## src/rtl/brick_game_controller.sv

```systemverilog
// brick_game_controller: game sequencer for a brick-breaker.
// It tracks which bricks are still alive and queues collision requests.
// It removes one brick per cycle, lowest index first, and keeps a BCD score.
// It runs the IDLE/SERVE/PLAY/PAUSED/WON/LOST flow and drives the ball and
// paddle motion enables. All outputs come straight from registers.
module brick_game_controller #(
  parameter int          NUM_BRICKS = 6,
  parameter int          LIVES_INIT = 3,
  // BCD score loaded at reset and at each new game (normally 0000)
  parameter logic [15:0] SCORE_INIT = 16'h0000
) (
  input  logic                  clk,
  input  logic                  rst,
  input  logic                  start,
  input  logic                  pause,
  input  logic [NUM_BRICKS-1:0] brick_hit,
  input  logic                  ball_lost,
  output logic [NUM_BRICKS-1:0] brick_alive,
  output logic [NUM_BRICKS-1:0] hit_ack,
  output logic [2:0]            game_state,
  output logic [3:0]            thous,
  output logic [3:0]            huns,
  output logic [3:0]            tens,
  output logic [3:0]            ones,
  output logic [1:0]            lives,
  output logic                  ball_enable,
  output logic                  board_enable
);

  localparam logic [1:0] LIVES_RST = 2'(LIVES_INIT);

  typedef enum logic [2:0] {
    S_IDLE   = 3'd0,
    S_SERVE  = 3'd1,
    S_PLAY   = 3'd2,
    S_PAUSED = 3'd3,
    S_WON    = 3'd4,
    S_LOST   = 3'd5
  } state_t;

  state_t                state_reg, state_next;
  logic                  start_prev_reg;
  logic [NUM_BRICKS-1:0] pending_reg, pending_next;
  logic [NUM_BRICKS-1:0] alive_reg, alive_next;
  logic [NUM_BRICKS-1:0] hit_ack_reg;
  logic [15:0]           score_reg, score_next;
  logic [1:0]            lives_reg, lives_next;
  logic                  ball_en_reg, board_en_reg;

  logic                  start_edge;
  logic                  grant_en;
  logic                  any_grant;
  logic                  last_cleared;
  logic [NUM_BRICKS-1:0] grant_raw;
  logic [NUM_BRICKS-1:0] grant;
  logic [NUM_BRICKS-1:0] alive_after;
  logic [NUM_BRICKS:0]   lower_pending;

  // A held button produces a single event: only the 0->1 step counts.
  assign start_edge = start & ~start_prev_reg;

  // Fixed-priority pick: a pending bit wins only if no lower bit is pending.
  assign lower_pending[0] = 1'b0;
  for (genvar gi = 0; gi < NUM_BRICKS; gi++) begin : g_prio
    assign grant_raw[gi]        = pending_reg[gi] & ~lower_pending[gi];
    assign lower_pending[gi+1]  = lower_pending[gi] | pending_reg[gi];
  end

  // Queued hits keep draining while paused or waiting to serve.
  assign grant_en     = (state_reg == S_PLAY) || (state_reg == S_PAUSED) ||
                        (state_reg == S_SERVE);
  assign grant        = grant_en ? grant_raw : '0;
  assign any_grant    = grant_en & lower_pending[NUM_BRICKS];
  assign alive_after  = alive_reg & ~grant;
  assign last_cleared = any_grant && (alive_after == '0);

  // BCD +1 with digit carry; the score sticks at 9999.
  function automatic logic [15:0] bcd_inc(input logic [15:0] v);
    logic [15:0] r;
    logic        carry;
    r     = v;
    carry = 1'b1;
    if (v == 16'h9999) return v;
    for (int i = 0; i < 4; i++) begin
      if (carry) begin
        if (r[4*i +: 4] == 4'd9) begin
          r[4*i +: 4] = 4'd0;
        end else begin
          r[4*i +: 4] = r[4*i +: 4] + 4'd1;
          carry       = 1'b0;
        end
      end
    end
    return r;
  endfunction

  // Next-state and datapath update.
  // Clearing the last brick outranks pause and ball_lost.
  always_comb begin
    state_next   = state_reg;
    lives_next   = lives_reg;
    pending_next = pending_reg & ~grant;
    alive_next   = alive_after;
    score_next   = any_grant ? bcd_inc(score_reg) : score_reg;
    case (state_reg)
      S_IDLE: begin
        if (start_edge) state_next = S_PLAY;
      end
      S_PLAY: begin
        // The brick granted this cycle is already dead and must not re-queue.
        pending_next = pending_next | (brick_hit & alive_after);
        if (last_cleared) begin
          state_next = S_WON;
        end else if (pause) begin
          state_next = S_PAUSED;
        end else if (ball_lost) begin
          if (lives_reg > 2'd1) begin
            state_next = S_SERVE;
            lives_next = lives_reg - 2'd1;
          end else begin
            state_next = S_LOST;
            lives_next = 2'd0;
          end
        end
      end
      S_PAUSED: begin
        if (last_cleared)  state_next = S_WON;
        else if (!pause)   state_next = S_PLAY;
      end
      S_SERVE: begin
        if (last_cleared)              state_next = S_WON;
        else if (start_edge && !pause) state_next = S_PLAY;
      end
      S_WON, S_LOST: begin
        if (start_edge) begin
          state_next   = S_IDLE;
          alive_next   = '1;
          pending_next = '0;
          score_next   = SCORE_INIT;
          lives_next   = LIVES_RST;
        end
      end
      default: state_next = S_IDLE;
    endcase
  end

  // FSM state register.
  always_ff @(posedge clk or negedge rst) begin
    if (!rst) state_reg <= S_IDLE;
    else      state_reg <= state_next;
  end

  // Datapath registers. The enables follow the state being entered.
  always_ff @(posedge clk or negedge rst) begin
    if (!rst) begin
      start_prev_reg <= 1'b0;
      pending_reg    <= '0;
      alive_reg      <= '1;
      hit_ack_reg    <= '0;
      score_reg      <= SCORE_INIT;
      lives_reg      <= LIVES_RST;
      ball_en_reg    <= 1'b0;
      board_en_reg   <= 1'b0;
    end else begin
      start_prev_reg <= start;
      pending_reg    <= pending_next;
      alive_reg      <= alive_next;
      hit_ack_reg    <= grant;
      score_reg      <= score_next;
      lives_reg      <= lives_next;
      ball_en_reg    <= (state_next == S_PLAY);
      board_en_reg   <= (state_next == S_PLAY) || (state_next == S_SERVE);
    end
  end

  assign brick_alive  = alive_reg;
  assign hit_ack      = hit_ack_reg;
  assign game_state   = state_reg;
  assign thous        = score_reg[15:12];
  assign huns         = score_reg[11:8];
  assign tens         = score_reg[7:4];
  assign ones         = score_reg[3:0];
  assign lives        = lives_reg;
  assign ball_enable  = ball_en_reg;
  assign board_enable = board_en_reg;

endmodule

```

## config.mk

```make
export PLATFORM = sky130hd
export DESIGN_NAME = brick_game_controller
export DESIGN_NICKNAME = d
export VERILOG_FILES = /design/src/rtl/brick_game_controller.sv
export SDC_FILE = /design/constraint.sdc
export NUM_CORES = 1
export LEC_CHECK = 0
export ABC_AREA = 1
export CORE_MARGIN = 2
export CORE_UTILIZATION = 48
export CTS_BUF_LIST = sky130_fd_sc_hd__clkbuf_8
export DETAILED_ROUTE_END_ITERATION = 7
export PLACE_DENSITY_LB_ADDON = 0.1
export SLEW_MARGIN = 20
export SYNTH_ARGS = -nofsm -noshare
export SYNTH_HDL_FRONTEND = slang
export SYNTH_SLANG_ARGS = --single-unit
export TNS_END_PERCENT = 10
```

## constraint.sdc

```tcl
create_clock -name clk -period 1.5 [get_ports clk]
set_clock_uncertainty 0.1 [all_clocks]
set_input_delay 0.3 -clock clk [delete_from_list [all_inputs] [get_ports clk]]
set_output_delay 0.3 -clock clk [all_outputs]
set_load 0.05 [all_outputs]
```

; ---- After elaboration in Yosys (flattened, before gate mapping)
; Cells that the tools add are included.
[word_totals]
n_memories = 0
mem_bits_rw = 0
output_inout_bits = 35
romBits = 0
latch_bits = 0
inputBits = 11
register_bits = 42
wordCells = 108
[classes]
shifts = 0
eq_ne = 16
n_bitwise = 23
mux = 43
n_mul = 0
magnitude_cmp = 1
addsub = 5
n_div = 0
n_reduce_logical = 11
[op_table]
columns = cell, count
row1 = two-way mux 16 bit, 5
row2 = two-way mux 3 bit, 10
row3 = two-way mux 4 bit, 7
row4 = two-way mux 6 bit, 4
row5 = AND 6 bit, 3
row6 = "adder 4 x 1 -> 4 bit, second input constant", 4
row7 = "equality test 16 bit, second input constant", 1
row8 = "equality test 4 bit, second input constant", 4
row9 = case mux 3 bit (5 select lines), 1
row10 = case mux 6 bit (2 select lines), 1
row11 = two-way mux 2 bit, 5
row12 = "equality test 3 x 2 -> 1 bit, second input constant", 3
row13 = two-way mux 1 bit, 9
row14 = "!= test 2 bit, second input constant", 4
row15 = AND 1 bit, 7
row16 = "equality test 3 x 1 -> 1 bit, second input constant", 2
row17 = "equality test 3 bit, second input constant", 2
row18 = zero test 6 bit, 1
row19 = NOT 1 bit, 6
row20 = NOT 6 bit, 1
row21 = OR 6 bit, 1
row22 = OR 1 bit, 5
row23 = AND reduction 5 bit, 1
row24 = case mux 2 bit (2 select lines), 1
row25 = 8 further kinds, 11

; ---- Longest topological paths before layout
[logic_depth]
word_depth = 15
depth_mapped = 13
mapped_depth_nobuf = 13

; ---- Worst setup path before layout
; Ideal clock, no wire load.
[synth_timing]
kind = register -> register
startpoint = register score_reg[0]
endpoint = register score_reg[15]
stages_incl_launch_ff = 12
n_path_buf = 0
period_less_slack_ns = 1.926
setup_slack_ns = -0.426
arrival_ns = 1.704
required_ns = 1.278
path_cell_list = dfrtp_1 > inv_2 > nor2_2 > nand3_2 > nor2_4 > nand2_2 > inv_2 > nand3_1 > nor2_1 > nand3_1 > nand2_1 > a21oi_1
[synth_between]
elab_chain_cells = 12
[synth_rtl]
columns = item, line_no
row1 = "start, declared", 46  ; logic [15:0] score_reg, score_next;
row2 = "start signal, assigned", 169  ; score_reg <= score_next;
row3 = equality test 4 bit, 86  ; if (r[4*i +: 4] == 4'd9) begin
row4 = two-way mux 1 bit, 86
row5 = two-way mux 1 bit, 84  ; for (int i = 0; i < 4; i++) begin
row6 = two-way mux 1 bit, 85  ; if (carry) begin
row7 = two-way mux 1 bit, 84
row8 = two-way mux 1 bit, 85
row9 = two-way mux 1 bit, 84
row10 = two-way mux 4 bit, 85
row11 = two-way mux 16 bit *, 84
row12 = two-way mux 16 bit *, 104  ; score_next = any_grant ? bcd_inc(score_reg) : score_reg;
row13 = two-way mux 16 bit, 135  ; if (start_edge) begin
row14 = two-way mux 16 bit *, 105  ; case (state_reg)
row15 = via score_next[15], 46
; The timed path passes the listed nets; every way through them passes the cells marked *. The select of a mux whose other input is x is not followed.
; A chain may end at the register's enable or synchronous reset.

; ---- Final worst setup path
[layout_timing]
startpoint = register pending_reg[1]
endpoint = register board_en_reg, in the netlist board_enable
[layout_between]
elab_chain_cells = 15
[layout_rtl]
columns = item, line_no
row1 = "start, declared", 43  ; logic [NUM_BRICKS-1:0] pending_reg, pending_next;
row2 = "start signal, assigned", 166  ; pending_reg <= pending_next;
row3 = OR 1 bit (4 in a row), 66  ; assign lower_pending[gi+1] = lower_pending[gi] | pending_reg[gi];
row4 = NOT 1 bit, 65  ; assign grant_raw[gi] = pending_reg[gi] & ~lower_pending[gi];
row5 = AND 1 bit, 65
row6 = two-way mux 6 bit, 72  ; assign grant = grant_en ? grant_raw : '0;
row7 = NOT 6 bit, 74  ; assign alive_after = alive_reg & ~grant;
row8 = AND 6 bit, 74
row9 = zero test 6 bit, 75  ; assign last_cleared = any_grant && (alive_after == '0);
row10 = logical AND 1 bit *, 75
row11 = two-way mux 3 bit (on tied branches), "131, 112, 127"
row12 = case mux 3 bit (5 select lines) *, 105
row13 = via state_next[1], 41  ; state_t state_reg, state_next;
row14 = equality test 3 x 2 -> 1 bit or equality test 3 x 1 -> 1 bit (tied branches), 172  ; board_en_reg <= (state_next == S_PLAY) || (state_next == S_SERVE);
row15 = logical OR 1 bit *, 172
row16 = "end signal, assigned", 172
row17 = "end, declared", 48  ; logic ball_en_reg, board_en_reg;
; The timed path passes the listed nets; every way through them passes the cells marked *.

==> impl_metrics.tcl <==
set metrics [dict create \
    p_leak_nw 1.818 \
    setup_viol 23 \
    syn_avg_cell_area_sq_um 8.419 \
    cts_tree "yes" \
    rsz0062_at_grt "yes" \
    slowest_delay_ns 0.43 \
    grt_max_degree 30 \
    antenna_found_initial 0 \
    switchingPower_w 0.004243 \
    grt-ovfl-total 0 \
    rows 24 \
    combPwrFrac 0.669 \
    synthCells 269 \
    violations "negative setup slack" \
    route.antenna.remaining_nets 0 \
    hold_viol_final 0 \
    die_x_um 72.69 \
    crit_chain "nor2_4, nand3_1, o21ai_2, nand2_2, nor2_4, nand2_4, a21oi_4, inv_2, nand2_2, nand2_1" \
    tightest_slew_ns 0.4047 \
    detail_route.iter0.violations 115 \
    start_kind "flip-flop" \
    ios 46 \
    cp-end-kind "flip-flop" \
    synth_top_area_share 0.3757 \
    cp_data_arrival_time_ns 1.79 \
    synth.most_common_cell "nand2_1" \
    internal_power_w 0.004844 \
    grt_pass1_wl_um 10330 \
    yosys_warnings 0 \
    detailroute.via_count 2249 \
    crit_type "reg2reg" \
    detailedPlace.worstSlack_ns -0.4264 \
    wl_per_cell_um 14.69 \
    clock.fmax_mhz 591.8 \
    finalWirelength_um 6318 \
    diodes 0 \
    ys.flop_type "dfrtp_1" \
    cts.sink_count 42 \
    post-route-drc-count 0 \
    ys_seq_area_frac 0.4685 \
    initial_core_util 0.5096 \
    critPathTopFamily "simple AND/OR/NAND/NOR gates" \
    clk_latency_ns 0.30 \
    worst_slack_ns -0.1898 \
    finalMaxSlewViolations 0 \
    netSwitchingFraction 0.4669 \
    power_density_nw_per_um2 2373 \
    worst-path-stages 10 \
    synth_nets 280 \
    hold_path_depth 1 \
    numCtsBuffers 5 \
    ctsRootBufferMaster "clkbuf_8" \
    largest_register_ffs 16 \
    cp_slowest_cell "dfrtp_1" \
    seq_power_share 0.231 \
    cts.path.max_buffers 2 \
    synth_top_cells_by_area "dfrtp_1 38%, dfstp_2 9.3%, nand2_1 7.1%" \
    critPathBufInv 1 \
    period_needed_ns 1.690 \
    die_area_sq_um 5284 \
    peakVddDrop_mv 1.507 \
    clkTransAtPathRegs_ns 0.08 \
    hold_slack_ns 0.3543 \
    async_flop_share 1.000 \
    synthTopCellsByCount "43 x nand2_1, 35 x inv_1, 34 x dfrtp_1, 18 x nor2_1, 18 x o21ai_0" \
    slew_headroom 0.7279 \
    yosysUniqueCellTypes 32 \
    p_clk_frac 0.100 \
    io_buffers 45 \
    core_sq_um 4444 \
    viasPerCell 5.230 \
    num-nets-final 388 \
    reg2reg_depth 10 \
    fillerInstances 246 \
    utilization 0.8618 \
    worstPathMaxFanout 3 \
    htreeDepth 2 \
    firstDrtPassIters 4 \
    grt_pass1_vias 2420 \
    grt_usage 0.2512 \
    max_cap_violations 0 \
    syn_to_final_growth_pct 69.12 \
    place.gp.congestion 0.8839 \
    chipHeight_um 72.69 \
    dp_hpwl_um 4509 \
    netlist.top_cell.by_area "dfrtp_1" \
    period_share 1.127 \
    min_path_type "in2reg" \
    synth-edff-count 0 \
    synth.cell_area_sq_um 2265 \
    status "complete, but fails checks" \
    post_route_cells_drive_above_1_share 0.5053 \
    ys_seq_elements 42 \
    crit_required_ns 1.60 \
]
[logic make-up after synthesis]
kind of cell	Yosys count	share of synthesized area
AND/OR/NAND/NOR	126	0.3044
AO/OA/AOI/OAI	53	0.1414
buffers and inverters	47	0.08177
flip-flops	42	0.4685
XOR/XNOR	1	0.003868
[power by group through the flow]
stage | logic, W | clock network (W) | registers, W
floorplan | 0.00175 | 0 | 0.00326
global placement | 0.00559 | 0 | 0.00207
detailed placement | 0.00572 | 0 | 0.00209
CTS | 0.00594 | 0.000926 | 0.00208
global route | 0.00644 | 0.000973 | 0.00215
finish | 0.00608 | 0.000912 | 0.00210
[cell type report]
class / instances / area (sq um) / area share
multi-input combinational: 180 / 1125 / 0.2937
inverter: 44 / 180.2 / 0.04704
tap: 52 / 65.06 / 0.01699
sequential: 42 / 1079 / 0.2816
timing repair buffer: 104 / 1269 / 0.3313
clock buffer: 5 / 68.82 / 0.01797
clock inverter: 3 / 43.79 / 0.01143
[metal layers]
layer,up-vias,track usage,share of wire
li1,1102,-,-
met1,1068,0.3024,0.41
met2,66,0.4404,0.52
met3,13,0.05249,0.052
met4,0,0.09465,0.018
met5,-,0,0
[path summary, 6_finish.rpt]
| kind | from | end | slack, ns |
|---|---|---|---|
| setup / recovery | pending_reg[1]$_DFF_PN0_ | board_enable$_DFF_PN0_ | -0.19 |
| hold / removal | start | start_prev_reg$_DFF_PN0_ | 0.35 |
| setup reg to reg | pending_reg[1]$_DFF_PN0_ | board_enable$_DFF_PN0_ | -0.19 |
| hold reg to reg | lives[0]$_DFFE_PN1P_ | lives[0]$_DFFE_PN1P_ | 0.42 |
| max in group asynchronous | rst | brick_alive[4]$_DFF_PN1_ | 0.40 |
| min in group asynchronous | rst | score_reg[6]$_DFF_PN0_ | 0.36 |
[per-stage QoR]
| stage | setup TNS (ns) | area (sq um) | power, W | instances |
|---|---|---|---|---|
| CTS | -1.885 | 3761 | 0.008944 | 430 |
| global placement | -7.215 | 3561 | 0.007657 | 419 |
| floorplan | -3.967 | 2282 | 0.005017 | 269 |
| global route | -4.840 | 3830 | 0.009565 | 430 |
| finish | -2.415 | 3830 | 0.009087 | 430 |
| detailed placement | -9.472 | 3561 | 0.007807 | 419 |
[what timing repair did]
action / in CTS / in global routing
pin swaps: 5 / 5
buffers inserted: 2 / 0
endpoints found under the setup margin: 35 / 35
resized for setup: 24 / 19
hold buffers: 1 / 0
hold endpoints to repair: 13 / 0
[cell usage in the layout, fill, tap and decap left out, drive strengths merged, types with 3 or more instances in the layout]
master,count
a21oi,14
a31oi,6
buf,94
clkbuf,5
clkdlybuf4s50,9
dfrtp,34
dfstp,8
inv,44
nand2,58
nand3,21
nand4,6
nor2,30
nor3,10
o211ai,3
o21ai,26
Power figures use the tool's default switching activity.
==> patch 1, RTL diff (same flow settings) <==
The parameter `NUM_BRICKS` goes from 6 to 3.
--- a/src/rtl/brick_game_controller.sv
+++ b/src/rtl/brick_game_controller.sv
@@ -5,5 +5,5 @@
 // paddle motion enables. All outputs come straight from registers.
 module brick_game_controller #(
-  parameter int          NUM_BRICKS = 6,
+  parameter int          NUM_BRICKS = 3,
   parameter int          LIVES_INIT = 3,
   // BCD score loaded at reset and at each new game (normally 0000)
Ports: changed (resized brick_alive, brick_hit and hit_ack); port bits go from 46 to 37. The function was not compared with the original's and may differ.
==> patch 1 against the unedited design <==
The flow still finishes with violations (setup timing). Wire length fell by 3.9%. Area after synthesis fell by 19%. Critical path depth fell by 1. Sequential power fell by 23%. Clock power fell by 19%. Total power fell by 19%. Sequential cell count fell by 9. Via count fell by 8.0%. Cell area fell by 15%. Synthesized cell count fell by 11%. Fmax rose by 2.1%. Worst setup slack improved by 35 ps. Critical endpoint is now score_reg[1]$_DFF_PN0_. Largest cell class unchanged. Highest routed layer unchanged.
==> patch 1: results (changes against the unedited design) <==
[layout]
regArea_sq_um=852  ; -21%
nets=346  ; -11%
fillers=187  ; -24%
finalNonFillerCells=387  ; -10%

[clocking]
post_cts_resized=11  ; -54%

[worst_setup_path]
crit_path_end=score_reg[1]$_DFF_PN0_
cp_slowest_cell=dfrtp_2
crit_fanout=6  ; +3
crit_arrival_ps=1760  ; -30 ps

[global_route]
grt_use_total_pct=29.1  ; +4.0 points
grtUsageMet3_pct=5.28  ; +0.032 points

[timing]
final.setup.worst_slack_ps=-154  ; +35.4 ps
setup_violations=19  ; -17%

[yosys]
netlist_top_cells_area=dfrtp_1 (38%), nand2_1 (10%), dfstp_2 (7.1%), inv_1 (6.5%), nand3_1 (5.4%)
ys_seq_area_share_pct=45.1  ; -1.8 points
synthDistinctLibCells=30  ; -6.3%
synth_nets=247  ; -12%
synth-compound-area-share_pct=14.8  ; +0.64 points

[drt]
met3_length_um=361  ; +10%
drt_wl_total_mm=6.07  ; -3.9%
first_pass_iters=5  ; +1
met2_length_mm=3.28  ; +0.68%

[place]
dp.final_hpwl_mm=3.94  ; -13%
placed_cells=369  ; -12%

[power_and_ir_drop]
p_leak_uw=0.00155  ; -15%
power.net_switching_uw=3420  ; -19%

[outcome]
violations=setup timing
outcome=complete, but fails checks

-- patch 1: through the flow --
step / setup slack [ps] / setup TNS, ps
floorplan: -171 / -2040
global placement: -275 / -5390
detailed placement: -327 / -6750
CTS: -124 / -1150
global route: -247 / -3490
finish: -154 / -1490
-- patch 1: area by class of cell --
cell class	instances	share of cell area, %
clock inverter	1	0.154
tap	48	1.85
sequential	33	26.3
timing repair buffer	94	34.1
inverter	40	4.79
clock buffer	7	2.97
multi-input combinational	164	29.8
-- patch 1: worst max-delay path: cells and delay by family, from the launching register on --
| family | cells | cell delay [ps] |
|---|---|---|
| AOI/OAI and AO/OA | 2 | 210 |
| buffers and inverters | 3 | 410 |
| DFF | 1 | 410 |
| and+or+nand+nor | 4 | 440 |
-- patch 1: power groups by stage --
stage,registers (uW),clock network [uW],logic [uW]
2_1_floorplan,2590,0,1210
3_3_place_gp,1570,0,4470
3_5_place_dp,1590,0,4560
4_1_cts,1590,745,4750
5_1_grt,1650,795,5330
6_report,1610,743,5040
-- patch 1: cells by family (layout without fill, tap and decap cells) --
group / Yosys count / after routing
AO/OA/AOI/OAI: 46 / 46
flip-flops: 33 / 33
AND/OR/NAND/NOR: 116 / 116
buffers and inverters: 42 / 142
XOR/XNOR: 2 / 2
-- patch 1: worst min-delay path by stage --
stage | startpoint | end | slack, ps
floorplan | rst | ball_enable$_DFF_PN0_ | -100
global placement | lives[0]$_DFFE_PN1P_ | lives[0]$_DFFE_PN1P_ | 410
detailed placement | lives[0]$_DFFE_PN1P_ | lives[0]$_DFFE_PN1P_ | 440
CTS | rst | score_reg[10]$_DFF_PN0_ | 300
global route | rst | pending_reg[1]$_DFF_PN0_ | 300
finish | rst | hit_ack[0]$_DFF_PN0_ | 290
==> patch 2, RTL diff (same flow settings) <==
Without the edit above. `pending_reg` no longer has a reset.
--- a/src/rtl/brick_game_controller.sv
+++ b/src/rtl/brick_game_controller.sv
@@ -155,5 +155,4 @@
     if (!rst) begin
       start_prev_reg <= 1'b0;
-      pending_reg    <= '0;
       alive_reg      <= '1;
       hit_ack_reg    <= '0;
@@ -164,5 +163,4 @@
     end else begin
       start_prev_reg <= start;
-      pending_reg    <= pending_next;
       alive_reg      <= alive_next;
       hit_ack_reg    <= grant;
@@ -172,4 +170,8 @@
       board_en_reg   <= (state_next == S_PLAY) || (state_next == S_SERVE);
     end
+  end
+
+  always_ff @(posedge clk) begin
+    pending_reg <= pending_next;
   end
 
Formal check against the unedited RTL: differs if rst is asserted again (counterexample within 10 cycles, from zero or initial values and one cycle with rst low); with rst held inactive, the same outputs for 10 cycles.
==> patch 2 against the unedited design <==
The flow still finishes with violations (setup timing). Sequential power is 5% higher. Total power is 3.1% higher. Cell area is 1.2% higher. Global-route usage is 1.6 points higher. Fmax is 1.6% lower. Wire length is 17% higher. Sequential cell count stayed put. Area after synthesis is 1.3% lower. Critical path depth stayed put. Via count is 8.3% higher. Sequential share of layout area is 0.99 points lower. Worst setup slack worse by 27 ps. Critical endpoint is now score_reg[3]$_DFF_PN0_.
==> patch 2: results (changes against the unedited design) <==
[timing]
fin_tns_setup_ps=-2810  ; -393 ps
max_slew_margin_pct=78.2  ; +5.5 points
final.setup.worst_slack_ps=-217  ; -26.7 ps
setup_violations=28  ; +22%

[worst_setup_path]
crit_family=flip-flops
crit_fanout=6  ; +3
cp_slowest_cell=dfrtp_2
crit_path_end=score_reg[3]$_DFF_PN0_
rr_startpoint=game_state[1]$_DFF_PN0_

[drt]
initialDrtViolationCount=221  ; +92%
drt-met1-wl_mm=2.89  ; +11%
met3_length_um=472  ; +44%
met2_length_mm=3.83  ; +17%
vias=2435  ; +8.3%
first_pass_iters=5  ; +1
wire_per_inst_um=16.9  ; +15%

[yosys]
synthDistinctLibCells=33  ; +3.1%
synth_async_sr_flop_share_pct=85.7  ; -14 points
ys_seq_area_share_pct=46.1  ; -0.71 points
netlist_top_cells_area=dfrtp_1 (31%), dfstp_2 (9.4%), nand2_1 (7.2%), inv_1 (5.9%), dfxtp_1 (5.4%)
synth_common_cells=nand2_1 (43), inv_1 (35), dfrtp_1 (28)

[layout]
drive_gt1_share_pct=53.1  ; +2.6 points
multiInputGateArea_sq_um=1160  ; +3.4%
fillers=186  ; -24%
nets=394  ; +1.5%

[outcome]
outcome=complete, but fails checks
violations=setup timing

[place]
pre_cts_ws_ps=-369  ; +57.4 ps
placed_cell_area_sq_um=3520  ; -1.3%
port_buffers=45  ; unchanged
dp.final_hpwl_mm=4.15  ; -8.0%
place.gp.congestion=0.896  ; +1.3%

[clocking]
post_cts_resized=22  ; -8.3%

[global_route]
grt_max_degree=37  ; +23%
grt_pass1_vias=2239  ; -7.5%
grt_use_total_pct=26.7  ; +1.6 points
grt_pass1_wl_mm=10.9  ; +5.1%

[worst_hold_path]
hold_end=start_prev_reg$_DFF_PN0_

[power_and_ir_drop]
ir_drop_mv=1.52  ; +0.97%
p_leak_uw=0.00177  ; -2.4%

patch 2: final cells by class:
cell class,instances,share of cell area (%)
flip-flops and latches,42,27.2
repair buffers,110,34.1
well taps,52,1.68
clock buffers,6,2.13
multi-input cells,180,30.0
clock inverters,2,0.323
inverters,44,4.58
patch 2: layer usage:
metal  GRT usage, %  up-vias
met4           7.55        0
li1               -     1110
met5              0        -
met3           5.00       23
met1           34.3     1171
met2           46.1      131
patch 2: where the power goes:
| part | internal (uW) | switching (uW) |
|---|---|---|
| logic | 2840 | 3560 |
| registers | 1670 | 538 |
| clock network | 370 | 398 |
patch 2: logic make-up (layout without fill, tap and decap cells):
logic type	after synthesis	after routing	synth area share, %
buffers and inverters	47	162	8.29
AOI/OAI and AO/OA	53	53	14.3
and+or+nand+nor	126	126	30.9
DFF	42	42	46.1
xor gates and xnor gates	1	1	0.392
patch 2: metrics by stage:
step	instances	hold slack (ps)
after detailed placement	417	175
after global routing	436	390
after global placement	417	180
final	436	373
after floorplan	269	-95.6
after CTS	430	367
